--- config.mk ---
export PLATFORM = sky130hd
export DESIGN_NAME = conv_window_feeder_flat
export DESIGN_NICKNAME = d
export VERILOG_FILES = /design/src/rtl/conv_window_feeder_if.sv /design/src/rtl/conv_window_feeder.sv /design/src/flat_wrapper.sv
export SDC_FILE = /design/constraint.sdc
export NUM_CORES = 1
export LEC_CHECK = 0
export ABC_AREA = 1
export CAP_MARGIN = 30
export CORE_MARGIN = 2
export CORE_UTILIZATION = 35
export CTS_CLUSTER_DIAMETER = 200
export DETAILED_ROUTE_END_ITERATION = 10
export PLACE_DENSITY = 0.62
export SLEW_MARGIN = 20
export SYNTH_ARGS = -nofsm -noshare
export SYNTH_HDL_FRONTEND = slang
export SYNTH_SLANG_ARGS = --single-unit
export TNS_END_PERCENT = 50
--- constraint.sdc ---
create_clock -name i_clk -period 6 [get_ports i_clk]
set_input_delay 1.2 -clock i_clk [delete_from_list [all_inputs] [get_ports i_clk]]
set_output_delay 1.2 -clock i_clk [all_outputs]
set_load 0.1 [all_outputs]
--- src/rtl/conv_window_feeder_if.sv ---
// Bus bundle between the window feeder, its image/kernel memories and the
// downstream convolver. The feeder sits on the slave side.
interface conv_window_feeder_if #(
  parameter int BIT_DEPTH = 8,
  parameter int ADDR_W    = 8
);
  logic                 start;
  logic                 stride;
  logic [ADDR_W-1:0]    img_rd_addr;
  logic                 img_rd_en;
  logic [BIT_DEPTH-1:0] img_rd_data;
  logic [3:0]           k_rd_addr;
  logic                 k_rd_en;
  logic [BIT_DEPTH-1:0] k_rd_data;
  logic [BIT_DEPTH-1:0] o_kernel_data;
  logic                 o_kernel_valid;
  logic [BIT_DEPTH-1:0] o_row1_data;
  logic [BIT_DEPTH-1:0] o_row2_data;
  logic [BIT_DEPTH-1:0] o_row3_data;
  logic                 o_valid;
  logic                 o_band_start;
  logic                 busy;
  logic                 done;

  modport slave (
    input  start, stride, img_rd_data, k_rd_data,
    output img_rd_addr, img_rd_en, k_rd_addr, k_rd_en,
           o_kernel_data, o_kernel_valid,
           o_row1_data, o_row2_data, o_row3_data,
           o_valid, o_band_start, busy, done
  );

  modport master (
    output start, stride, img_rd_data, k_rd_data,
    input  img_rd_addr, img_rd_en, k_rd_addr, k_rd_en,
           o_kernel_data, o_kernel_valid,
           o_row1_data, o_row2_data, o_row3_data,
           o_valid, o_band_start, busy, done
  );
endinterface

--- src/rtl/conv_window_feeder.sv ---
// 3-row window feeder: streams the 9 kernel coefficients, then walks the
// image band by band, emitting one 3-pixel column every 4 cycles.
module conv_window_feeder #(
  parameter int BIT_DEPTH = 8,
  parameter int IMG_W     = 8,
  parameter int IMG_H     = 8,
  parameter int ADDR_W    = 8
) (
  input  logic                 i_clk,
  input  logic                 i_rst,
  conv_window_feeder_if.slave  bus
);
  localparam int RW = $clog2(IMG_H + 2);
  localparam int CW = $clog2(IMG_W + 1);

  typedef enum logic [1:0] {IDLE, KERNEL, FETCH, DONE} state_t;

  state_t               state, state_nx;
  logic [3:0]           kcnt;
  logic [1:0]           phase;
  logic [RW-1:0]        r;
  logic [CW-1:0]        c;
  logic                 stride_q;
  logic                 kv_q;
  logic                 valid_q;
  logic                 band_q;
  logic [BIT_DEPTH-1:0] cap0, cap1;
  logic [BIT_DEPTH-1:0] row1_q, row2_q, row3_q;

  logic [RW-1:0]        r_next;
  logic [RW:0]          row_sel;
  logic [ADDR_W-1:0]    pix_addr;
  logic                 last_col, last_band;

  // Next band origin, and whether that band would run off the image bottom.
  assign r_next    = r + (stride_q ? RW'(2) : RW'(1));
  assign last_band = ({1'b0, r_next} + (RW+1)'(2)) > (RW+1)'(IMG_H - 1);
  assign last_col  = (c == CW'(IMG_W - 1));
  // Phase 0..2 selects rows r..r+2 of the current column.
  assign row_sel   = (RW+1)'(r) + (RW+1)'(phase);
  assign pix_addr  = ADDR_W'(row_sel) * ADDR_W'(IMG_W) + ADDR_W'(c);

  assign bus.busy           = (state != IDLE);
  assign bus.done           = (state == DONE);
  assign bus.o_kernel_valid = kv_q;
  // Kernel memory data is valid the cycle after the read; gate it so idle
  // cycles and reset present zero.
  assign bus.o_kernel_data  = kv_q ? bus.k_rd_data : '0;
  assign bus.o_valid        = valid_q;
  assign bus.o_band_start   = band_q;
  assign bus.o_row1_data    = row1_q;
  assign bus.o_row2_data    = row2_q;
  assign bus.o_row3_data    = row3_q;

  // State register.
  always_ff @(posedge i_clk or posedge i_rst) begin
    if (i_rst) state <= IDLE;
    else       state <= state_nx;
  end

  // Next-state and memory read strobes.
  always_comb begin
    state_nx        = state;
    bus.img_rd_en   = 1'b0;
    bus.img_rd_addr = '0;
    bus.k_rd_en     = 1'b0;
    bus.k_rd_addr   = '0;
    case (state)
      IDLE:   if (bus.start) state_nx = KERNEL;
      KERNEL: begin
        bus.k_rd_en   = 1'b1;
        bus.k_rd_addr = kcnt;
        if (kcnt == 4'd8) state_nx = FETCH;
      end
      FETCH: begin
        if (phase != 2'd3) begin
          bus.img_rd_en   = 1'b1;
          bus.img_rd_addr = pix_addr;
        end
        if (phase == 2'd3 && last_col && last_band) state_nx = DONE;
      end
      DONE:    state_nx = IDLE;
      default: state_nx = IDLE;
    endcase
  end

  // Counters, row captures and the output column registers.
  always_ff @(posedge i_clk or posedge i_rst) begin
    if (i_rst) begin
      kcnt     <= '0;
      phase    <= '0;
      r        <= '0;
      c        <= '0;
      stride_q <= 1'b0;
      kv_q     <= 1'b0;
      valid_q  <= 1'b0;
      band_q   <= 1'b0;
      cap0     <= '0;
      cap1     <= '0;
      row1_q   <= '0;
      row2_q   <= '0;
      row3_q   <= '0;
    end else begin
      kv_q    <= (state == KERNEL);
      valid_q <= 1'b0;
      band_q  <= 1'b0;
      case (state)
        IDLE: if (bus.start) begin
          stride_q <= bus.stride;
          r        <= '0;
          c        <= '0;
          kcnt     <= '0;
          phase    <= '0;
        end
        KERNEL: begin
          kcnt  <= kcnt + 4'd1;
          phase <= '0;
        end
        FETCH: begin
          phase <= phase + 2'd1;
          if (phase == 2'd1) cap0 <= bus.img_rd_data;
          if (phase == 2'd2) cap1 <= bus.img_rd_data;
          if (phase == 2'd3) begin
            row1_q  <= cap0;
            row2_q  <= cap1;
            row3_q  <= bus.img_rd_data;
            valid_q <= 1'b1;
            band_q  <= (c == '0);
            if (last_col) begin
              c <= '0;
              if (!last_band) r <= r_next;
            end else begin
              c <= c + CW'(1);
            end
          end
        end
        default: ;
      endcase
    end
  end
endmodule

--- src/flat_wrapper.sv ---
// flat-port wrapper written by rule: the top's interface ports become plain ports
module conv_window_feeder_flat 
#(
  parameter int BIT_DEPTH = 8,
  parameter int IMG_W     = 8,
  parameter int IMG_H     = 8,
  parameter int ADDR_W    = 8
)
  (i_clk, i_rst, bus_start, bus_stride, bus_img_rd_data, bus_k_rd_data, bus_img_rd_addr, bus_img_rd_en, bus_k_rd_addr, bus_k_rd_en, bus_o_kernel_data, bus_o_kernel_valid, bus_o_row1_data, bus_o_row2_data, bus_o_row3_data, bus_o_valid, bus_o_band_start, bus_busy, bus_done);
  conv_window_feeder_if #(.BIT_DEPTH(BIT_DEPTH), .ADDR_W(ADDR_W)) bus_i ();
  input  logic i_clk;
  input  logic i_rst;
  input wire logic [$bits(bus_i.start)-1:0] bus_start;
  input wire logic [$bits(bus_i.stride)-1:0] bus_stride;
  input wire logic [$bits(bus_i.img_rd_data)-1:0] bus_img_rd_data;
  input wire logic [$bits(bus_i.k_rd_data)-1:0] bus_k_rd_data;
  output wire logic [$bits(bus_i.img_rd_addr)-1:0] bus_img_rd_addr;
  output wire logic [$bits(bus_i.img_rd_en)-1:0] bus_img_rd_en;
  output wire logic [$bits(bus_i.k_rd_addr)-1:0] bus_k_rd_addr;
  output wire logic [$bits(bus_i.k_rd_en)-1:0] bus_k_rd_en;
  output wire logic [$bits(bus_i.o_kernel_data)-1:0] bus_o_kernel_data;
  output wire logic [$bits(bus_i.o_kernel_valid)-1:0] bus_o_kernel_valid;
  output wire logic [$bits(bus_i.o_row1_data)-1:0] bus_o_row1_data;
  output wire logic [$bits(bus_i.o_row2_data)-1:0] bus_o_row2_data;
  output wire logic [$bits(bus_i.o_row3_data)-1:0] bus_o_row3_data;
  output wire logic [$bits(bus_i.o_valid)-1:0] bus_o_valid;
  output wire logic [$bits(bus_i.o_band_start)-1:0] bus_o_band_start;
  output wire logic [$bits(bus_i.busy)-1:0] bus_busy;
  output wire logic [$bits(bus_i.done)-1:0] bus_done;
  assign bus_i.start = bus_start;
  assign bus_i.stride = bus_stride;
  assign bus_i.img_rd_data = bus_img_rd_data;
  assign bus_i.k_rd_data = bus_k_rd_data;
  assign bus_img_rd_addr = bus_i.img_rd_addr;
  assign bus_img_rd_en = bus_i.img_rd_en;
  assign bus_k_rd_addr = bus_i.k_rd_addr;
  assign bus_k_rd_en = bus_i.k_rd_en;
  assign bus_o_kernel_data = bus_i.o_kernel_data;
  assign bus_o_kernel_valid = bus_i.o_kernel_valid;
  assign bus_o_row1_data = bus_i.o_row1_data;
  assign bus_o_row2_data = bus_i.o_row2_data;
  assign bus_o_row3_data = bus_i.o_row3_data;
  assign bus_o_valid = bus_i.o_valid;
  assign bus_o_band_start = bus_i.o_band_start;
  assign bus_busy = bus_i.busy;
  assign bus_done = bus_i.done;
  conv_window_feeder #(.BIT_DEPTH(BIT_DEPTH), .IMG_W(IMG_W), .IMG_H(IMG_H), .ADDR_W(ADDR_W)) u_core (.i_clk(i_clk), .i_rst(i_rst), .bus(bus_i));
endmodule
==> flow_summary.yaml, run 1 <==
critical_path:
  path_cells: "ha_1, fa_1, ha_1, nand2_1, o21a_1, nor2_1, clkdlybuf4s50_1"
  critical_path_class: "reg2out"
  crit_fanout: 3
  crit_top_cell: "ha_1"
  worstPathArrival_ps: 3210
  rr_startpoint: "u_core.state[0]$_DFFE_PP0P_"
  startpoint_type: "flop"
  end_kind: "output port"
  startpoint: "u_core.r[0]$_DFFE_PP0P_"
  critical_path_required_ps: 4800
  max_stage_delay_ps: 1130
  cp_slowest_cell: "clkdlybuf4s50_1"
pwr:
  sequentialPowerShare_pct: 28.0
  swShare_pct: 55.6
  p_int_mw: 1.03
  leakagePower_nw: 2.01
  p_per_area_nw_per_um2: 582
  power_switching_mw: 1.29
  combinationalPowerShare_pct: 58.0
  max-vdd-ir-drop_mv: 0.290
  power_frac_clock_pct: 14.0
synth:
  synth_top_area_share_pct: 49.7
  ys_seq_area_share_pct: 49.7
  yosys.cell_types.count: 31
  synth_area_leaders: "dfrtp_1 (50%), nand2_1 (15%), ha_1 (8.3%)"
  synth.avg_cell_area_sq_um: 8.48
  syn_nets: 398
  ys.warnings.count: 0
  async_flop_share_pct: 100
  synth_cells: 356
  yosys.area.top_type: "dfrtp_1"
  syn-cell-area_sq_um: 3020
  synth_edf_count: 0
  ys.flop_type: "dfrtp_1"
  synth_seq_cells: 60
placed_design:
  pre_cts_ws_ps: 1890
  portBuffers: 70
  hpwlAfterDp_mm: 4.72
  placed_cells: 522
  placed_area_sq_um: 3800
  gp_congestion: 0.784
timing:
  slew_headroom_pct: 33.4
  rsz0062_at_grt: "no"
  worst_pin_slew_ps: 996
  finalCritPeriodShare_pct: 73.6
  fin_crit_ps: 4410
  setup_viol: 0
  drv_slew: 0
  fin_ws_ps: 1590
  hold_violations: 0
  finalClockSkew_ps: 8.26
  fin_tns_setup_ps: 0
  max_freq_ghz: 0.227
grt:
  overflow: 0
  antenna_found_initial: 0
  grt_first_pass_wirelength_mm: 11.6
  grt_max_degree: 61
  grt_usage_pct: 15.1
  grt_pass1_vias: 2455
clock_network:
  cts_max_path_buffers: 2
  cts_resized: 0
  htreeDepth: 3
  postCtsSetupBuffers: 0
  cts_tree: "built"
  cts_buffers: 9
  clock_latency_ps: 330
  clkTransAtPathRegs_ps: 70
  clkSinkCount: 60
  postCtsHoldBufs: 0
  cts-root-buf: "clkbuf_8"
routing:
  vias_per_cell: 4.56
  ant_nets: 0
  drtIter0Drc: 95
  first_pass_iters: 4
  via_count: 2453
  drc_errors: 0
  wl_per_cell_microns: 12.1
  routed_wirelength_mm: 6.51
final_layout:
  drive_gt1_share_pct: 7.85
  nets: 470
  syn2layout_area_growth_pct: 31.7
  post_layout_nonfiller_instances: 538
  antenna_cells: 0
  finish.instance_area_sq_um: 3980
die:
  die_w_microns: 96.9
  start_util_pct: 36.4
  die-height_microns: 96.9
  dieArea_sq_um: 9390
  placementRows: 33
  ios: 71
  fp.coreArea_sq_um: 8300
run:
  maxCapViolCount: 0
min_path:
  worstHoldStart: "u_core.cap1[2]$_DFFE_PP0P_"
  holdCritPathClass: "reg2reg"
run_status:
  status: "complete, no violations"
==> cell usage after synthesis (2+ instances only) <==
master,n
nand3_2,2
ha_1,20
nand2_2,2
a21oi_1,8
nand3_1,17
clkbuf_1,6
nor2_4,2
inv_2,4
o21ai_0,33
o21ai_1,4
inv_4,2
inv_1,42
dfrtp_1,60
o22ai_1,3
nand2_1,121
fa_1,2
nor2_1,12
buf_2,2
xor2_1,2
==> cells in the final DEF, fill, tap and decap left out, drive strengths merged, types with 2 or more instances in the layout <==
cell type      Yosys  layout
a21oi              9       9
clkbuf             7      10
clkdlybuf4s50      0      70
clkinv             1       4
clkinvlp           0       2
dfrtp             60      60
fa                 2       2
ha                20      20
inv               48      49
nand2            124     124
nand3             20      20
nor2              14      14
nor3               2       2
o21ai             37      37
o22ai              3       3
xor2               2       2
==> sequential cells by signal, summed over array words and instances (netlist names), 2 cells and up <==
name and flops:
u_core.cap0 8, u_core.bus.o_row1_data 8, u_core.c 4, u_core.bus.o_row3_data 8
u_core.r 4, u_core.bus.o_row2_data 8, u_core.phase 2, u_core.cap1 8
u_core.state 2, u_core.kcnt 4
==> metrics by stage <==
step                      util, %  hold WS [ps]  power, mW
final                        47.9           467       2.31
after global routing         47.9           488       2.46
after CTS                    47.9           474       2.34
after detailed placement     45.8           456       2.00
after global placement       45.8           460       1.98
after floorplan                 -           442       1.71
==> worst max-delay path: cells and delay by family (launching register included) <==
family,cells,cell delay [ps]
adders and majority gates,3,1000
AOI/OAI and AO/OA,1,180
buffers and inverters,1,1130
DFF,1,410
and+or+nand+nor,2,150
==> final cells by class <==
| class | instances | area (sq um) |
|---|---|---|
| Multi-Input combinational cell | 237 | 1270 |
| Inverter | 49 | 189 |
| Clock inverter | 6 | 38.8 |
| Timing Repair Buffer | 71 | 708 |
| Sequential cell | 60 | 1500 |
| Tap cell | 105 | 131 |
| Clock buffer | 10 | 138 |
| Fill cell | 791 | 4320 |
==> metal layers <==
metal	vias up	GRT usage, %	routed length [microns]
met4	0	3.58	64
met3	6	4.84	278
li1	1258	-	-
met1	1142	19.2	3020
met5	-	0	0
met2	47	25.0	3140
==> final timing paths <==
path                                                         end  slack (ps)  depth (start not counted)
setup / recovery                              bus_img_rd_addr[7]        1590                          7
hold / removal             u_core.bus.o_row2_data[2]$_DFFE_PP0P_         470                          2
setup reg to reg                         u_core.c[0]$_DFFE_PP0P_        3340                          6
hold reg to reg            u_core.bus.o_row2_data[2]$_DFFE_PP0P_         470                          2
max in group asynchronous  u_core.bus.o_row3_data[7]$_DFFE_PP0P_        4090                          3
min in group asynchronous  u_core.bus.o_row1_data[3]$_DFFE_PP0P_        1400                          3
==> cell families (layout without fill, tap and decap cells) <==
| kind of cell | after synthesis | count (layout) | share of synthesized area [%] |
|---|---|---|---|
| buffers and inverters | 59 | 136 | 8.16 |
| flip-flops | 60 | 60 | 49.7 |
| AO/OA/AOI/OAI | 50 | 50 | 8.62 |
| XOR/XNOR | 3 | 3 | 0.870 |
| adder cells (fa/ha/maj) | 22 | 22 | 9.61 |
| AND/OR/NAND/NOR | 162 | 162 | 23.0 |
==> power groups by stage <==
stage | combinational (mW) | clock, mW | sequential, mW
3_3_place_gp | 1.33 | 0 | 0.653
2_1_floorplan | 0.677 | 0 | 1.03
6_report | 1.34 | 0.325 | 0.648
3_5_place_dp | 1.35 | 0 | 0.656
4_1_cts | 1.35 | 0.334 | 0.650
5_1_grt | 1.44 | 0.354 | 0.670
Note: power is estimated with default switching activity, not from simulation.
==> run 2, diff against run 1 <==
==> constraint.sdc (replaced) <==
create_clock -name i_clk -period 4.3 [get_ports i_clk]
set_input_delay 0.86 -clock i_clk [delete_from_list [all_inputs] [get_ports i_clk]]
set_output_delay 0.86 -clock i_clk [all_outputs]
set_load 0.1 [all_outputs]
==> run 2 against run 1 <==
  * Clock power up 57%
  * Non-clock buffer count rose by 1
  * Cell count increased by 0.19%
  * Critical path type unchanged
  * Clock skew decreased by 1.7 ps
  * Routed wire length up 0.46%
  * Count of clock-buffer cells in the layout did not move
  * Sequential share of layout area hardly changed
  * Sequential power increased by 39%
  * Worst setup slack worse by 700 ps
==> flow_summary.yaml, run 2 (synthesis gave the netlist of run 1 again) <==
timing:
  holdWs_ps: 474
  slew_headroom_pct: 32.9
  finalClockSkew_ps: 6.53
  fin_crit_ps: 3410
  rsz0062_at_grt: "no"
  setup_viol: 0
  fin_ws_ps: 886
  hold_violations: 0
  fin_tns_setup_ps: 0
  finalCritPeriodShare_pct: 79.4
  drv_slew: 0
  worst_pin_slew_ps: 1000
  max_freq_ghz: 0.293
die:
  die-height_microns: 96.9
  dieArea_sq_um: 9390
  fp.coreArea_sq_um: 8300
  die_w_microns: 96.9
  start_util_pct: 36.4
  ios: 71
  placementRows: 33
placed_design:
  pre_cts_ws_ps: 1230
  gp_congestion: 0.811
  portBuffers: 70
  hpwlAfterDp_mm: 4.80
  placed_area_sq_um: 3760
pwr:
  p_per_area_nw_per_um2: 823
  power_frac_clock_pct: 15.6
  p_int_mw: 1.48
  combinationalPowerShare_pct: 56.9
  sequentialPowerShare_pct: 27.6
  max-vdd-ir-drop_mv: 0.469
  power_switching_mw: 1.79
  swShare_pct: 54.7
  leakagePower_nw: 2.06
clock_network:
  postCtsHoldBufs: 0
  cts_tree: "built"
  postCtsSetupBuffers: 0
  cts_buffers: 9
  clock_latency_ps: 330
  cts_max_path_buffers: 2
  htreeDepth: 3
  cts-root-buf: "clkbuf_8"
  cts_resized: 0
  clkTransAtPathRegs_ps: 70
  clkSinkCount: 60
critical_path:
  startpoint_type: "flop"
  reg2reg_slack_ps: 1640
  critical_path_required_ps: 3440
  cp_slowest_cell: "clkdlybuf4s50_1"
  crit_fanout: 12
  path_buf_inv: 3
  reg2reg_to: "u_core.c[3]$_DFFE_PP0P_"
  crit_family: "buffers and inverters"
  crit_top_cell: "inv_1"
  critical_path_class: "reg2out"
  worstPathArrival_ps: 2550
  path_cells: "inv_1, ha_1, nand2_1, inv_1, clkdlybuf4s50_1"
  max_stage_delay_ps: 1120
  reg2reg_depth: 6
  end_kind: "output port"
  rr_startpoint: "u_core.state[0]$_DFFE_PP0P_"
grt:
  overflow: 0
  grt_pass1_vias: 2367
  grt_max_degree: 41
  grt_usage_pct: 14.5
  antenna_found_initial: 0
  grt_first_pass_wirelength_mm: 11.3
final_layout:
  syn2layout_area_growth_pct: 31.8
  antenna_cells: 0
  finish.instance_area_sq_um: 3980
  drive_gt1_share_pct: 12.0
  mostFrequentLayoutCell: "nand2_1"
  nets: 471
  mostFrequentLayoutCells: "nand2_1 (121), dfrtp_1 (60), clkdlybuf4s50_1 (53)"
min_path:
  holdCritPathClass: "reg2reg"
  hold_path_end: "u_core.bus.o_row1_data[2]$_DFFE_PP0P_"
  min_path_cells: 2
  worstHoldStart: "u_core.cap0[2]$_DFFE_PP0P_"
routing:
  ant_nets: 0
  drtIter0Drc: 111
  wl_per_cell_microns: 12.1
  via_count: 2444
  routed_wirelength_mm: 6.54
  vias_per_cell: 4.53
  first_pass_iters: 4
  drc_errors: 0
run_status:
  status: "complete, no violations"
run:
  maxCapViolCount: 0
run 2: metal layers:
metal | track usage (%) | wire length, microns
met2 | 23.0 | 3130
met4 | 5.85 | 78
met3 | 3.03 | 237
met1 | 19.4 | 3100
met5 | 0 | 0
run 2: cell type report:
type                            count  area, sq um
Clock buffer                       10          138
Clock inverter                      6         63.8
Fill cell                         781         4320
Inverter                           49          189
Multi-Input combinational cell    237         1270
Sequential cell                    60         1500
Tap cell                          105          131
Timing Repair Buffer               72          686
run 2: worst register-to-register path: cells and delay by family, from the launching register on:
| kind | cells | cell delay (ps) |
|---|---|---|
| simple gates | 2 | 840 |
| buf+inv | 2 | 760 |
| flops | 1 | 430 |
| fa+ha+maj | 1 | 400 |
| compound gates | 1 | 110 |
run 2: through the flow:
| step | utilization, % | power, mW | cells |
|---|---|---|---|
| final | 48.0 | 3.28 | 539 |
| after CTS | 47.7 | 3.31 | 538 |
| after global routing | 48.0 | 3.47 | 539 |
| after detailed placement | 45.3 | 2.79 | 522 |
| after floorplan | - | 2.39 | 356 |
| after global placement | 45.3 | 2.76 | 522 |
run 2: power by group through the flow:
stage | combinational, mW | clock, mW | sequential (mW)
after global routing | 1.99 | 0.550 | 0.933
after CTS | 1.88 | 0.526 | 0.905
after global placement | 1.86 | 0 | 0.906
after floorplan | 0.945 | 0 | 1.44
final | 1.86 | 0.509 | 0.903
after detailed placement | 1.87 | 0 | 0.912
run 2: worst max path at each step:
stage	start	end	slack, ps	depth (start not counted)
4_1_cts	u_core.state[1]$_DFFE_PP0P_	bus_k_rd_addr[1]	860	5
6_report	u_core.state[1]$_DFFE_PP0P_	bus_k_rd_addr[1]	890	5
3_3_place_gp	u_core.state[1]$_DFFE_PP0P_	bus_k_rd_addr[2]	1300	5
3_5_place_dp	u_core.state[1]$_DFFE_PP0P_	bus_k_rd_addr[1]	1230	5
5_1_grt	u_core.state[1]$_DFFE_PP0P_	bus_k_rd_addr[0]	740	5
2_1_floorplan	u_core.state[0]$_DFFE_PP0P_	bus_img_rd_addr[5]	400	6
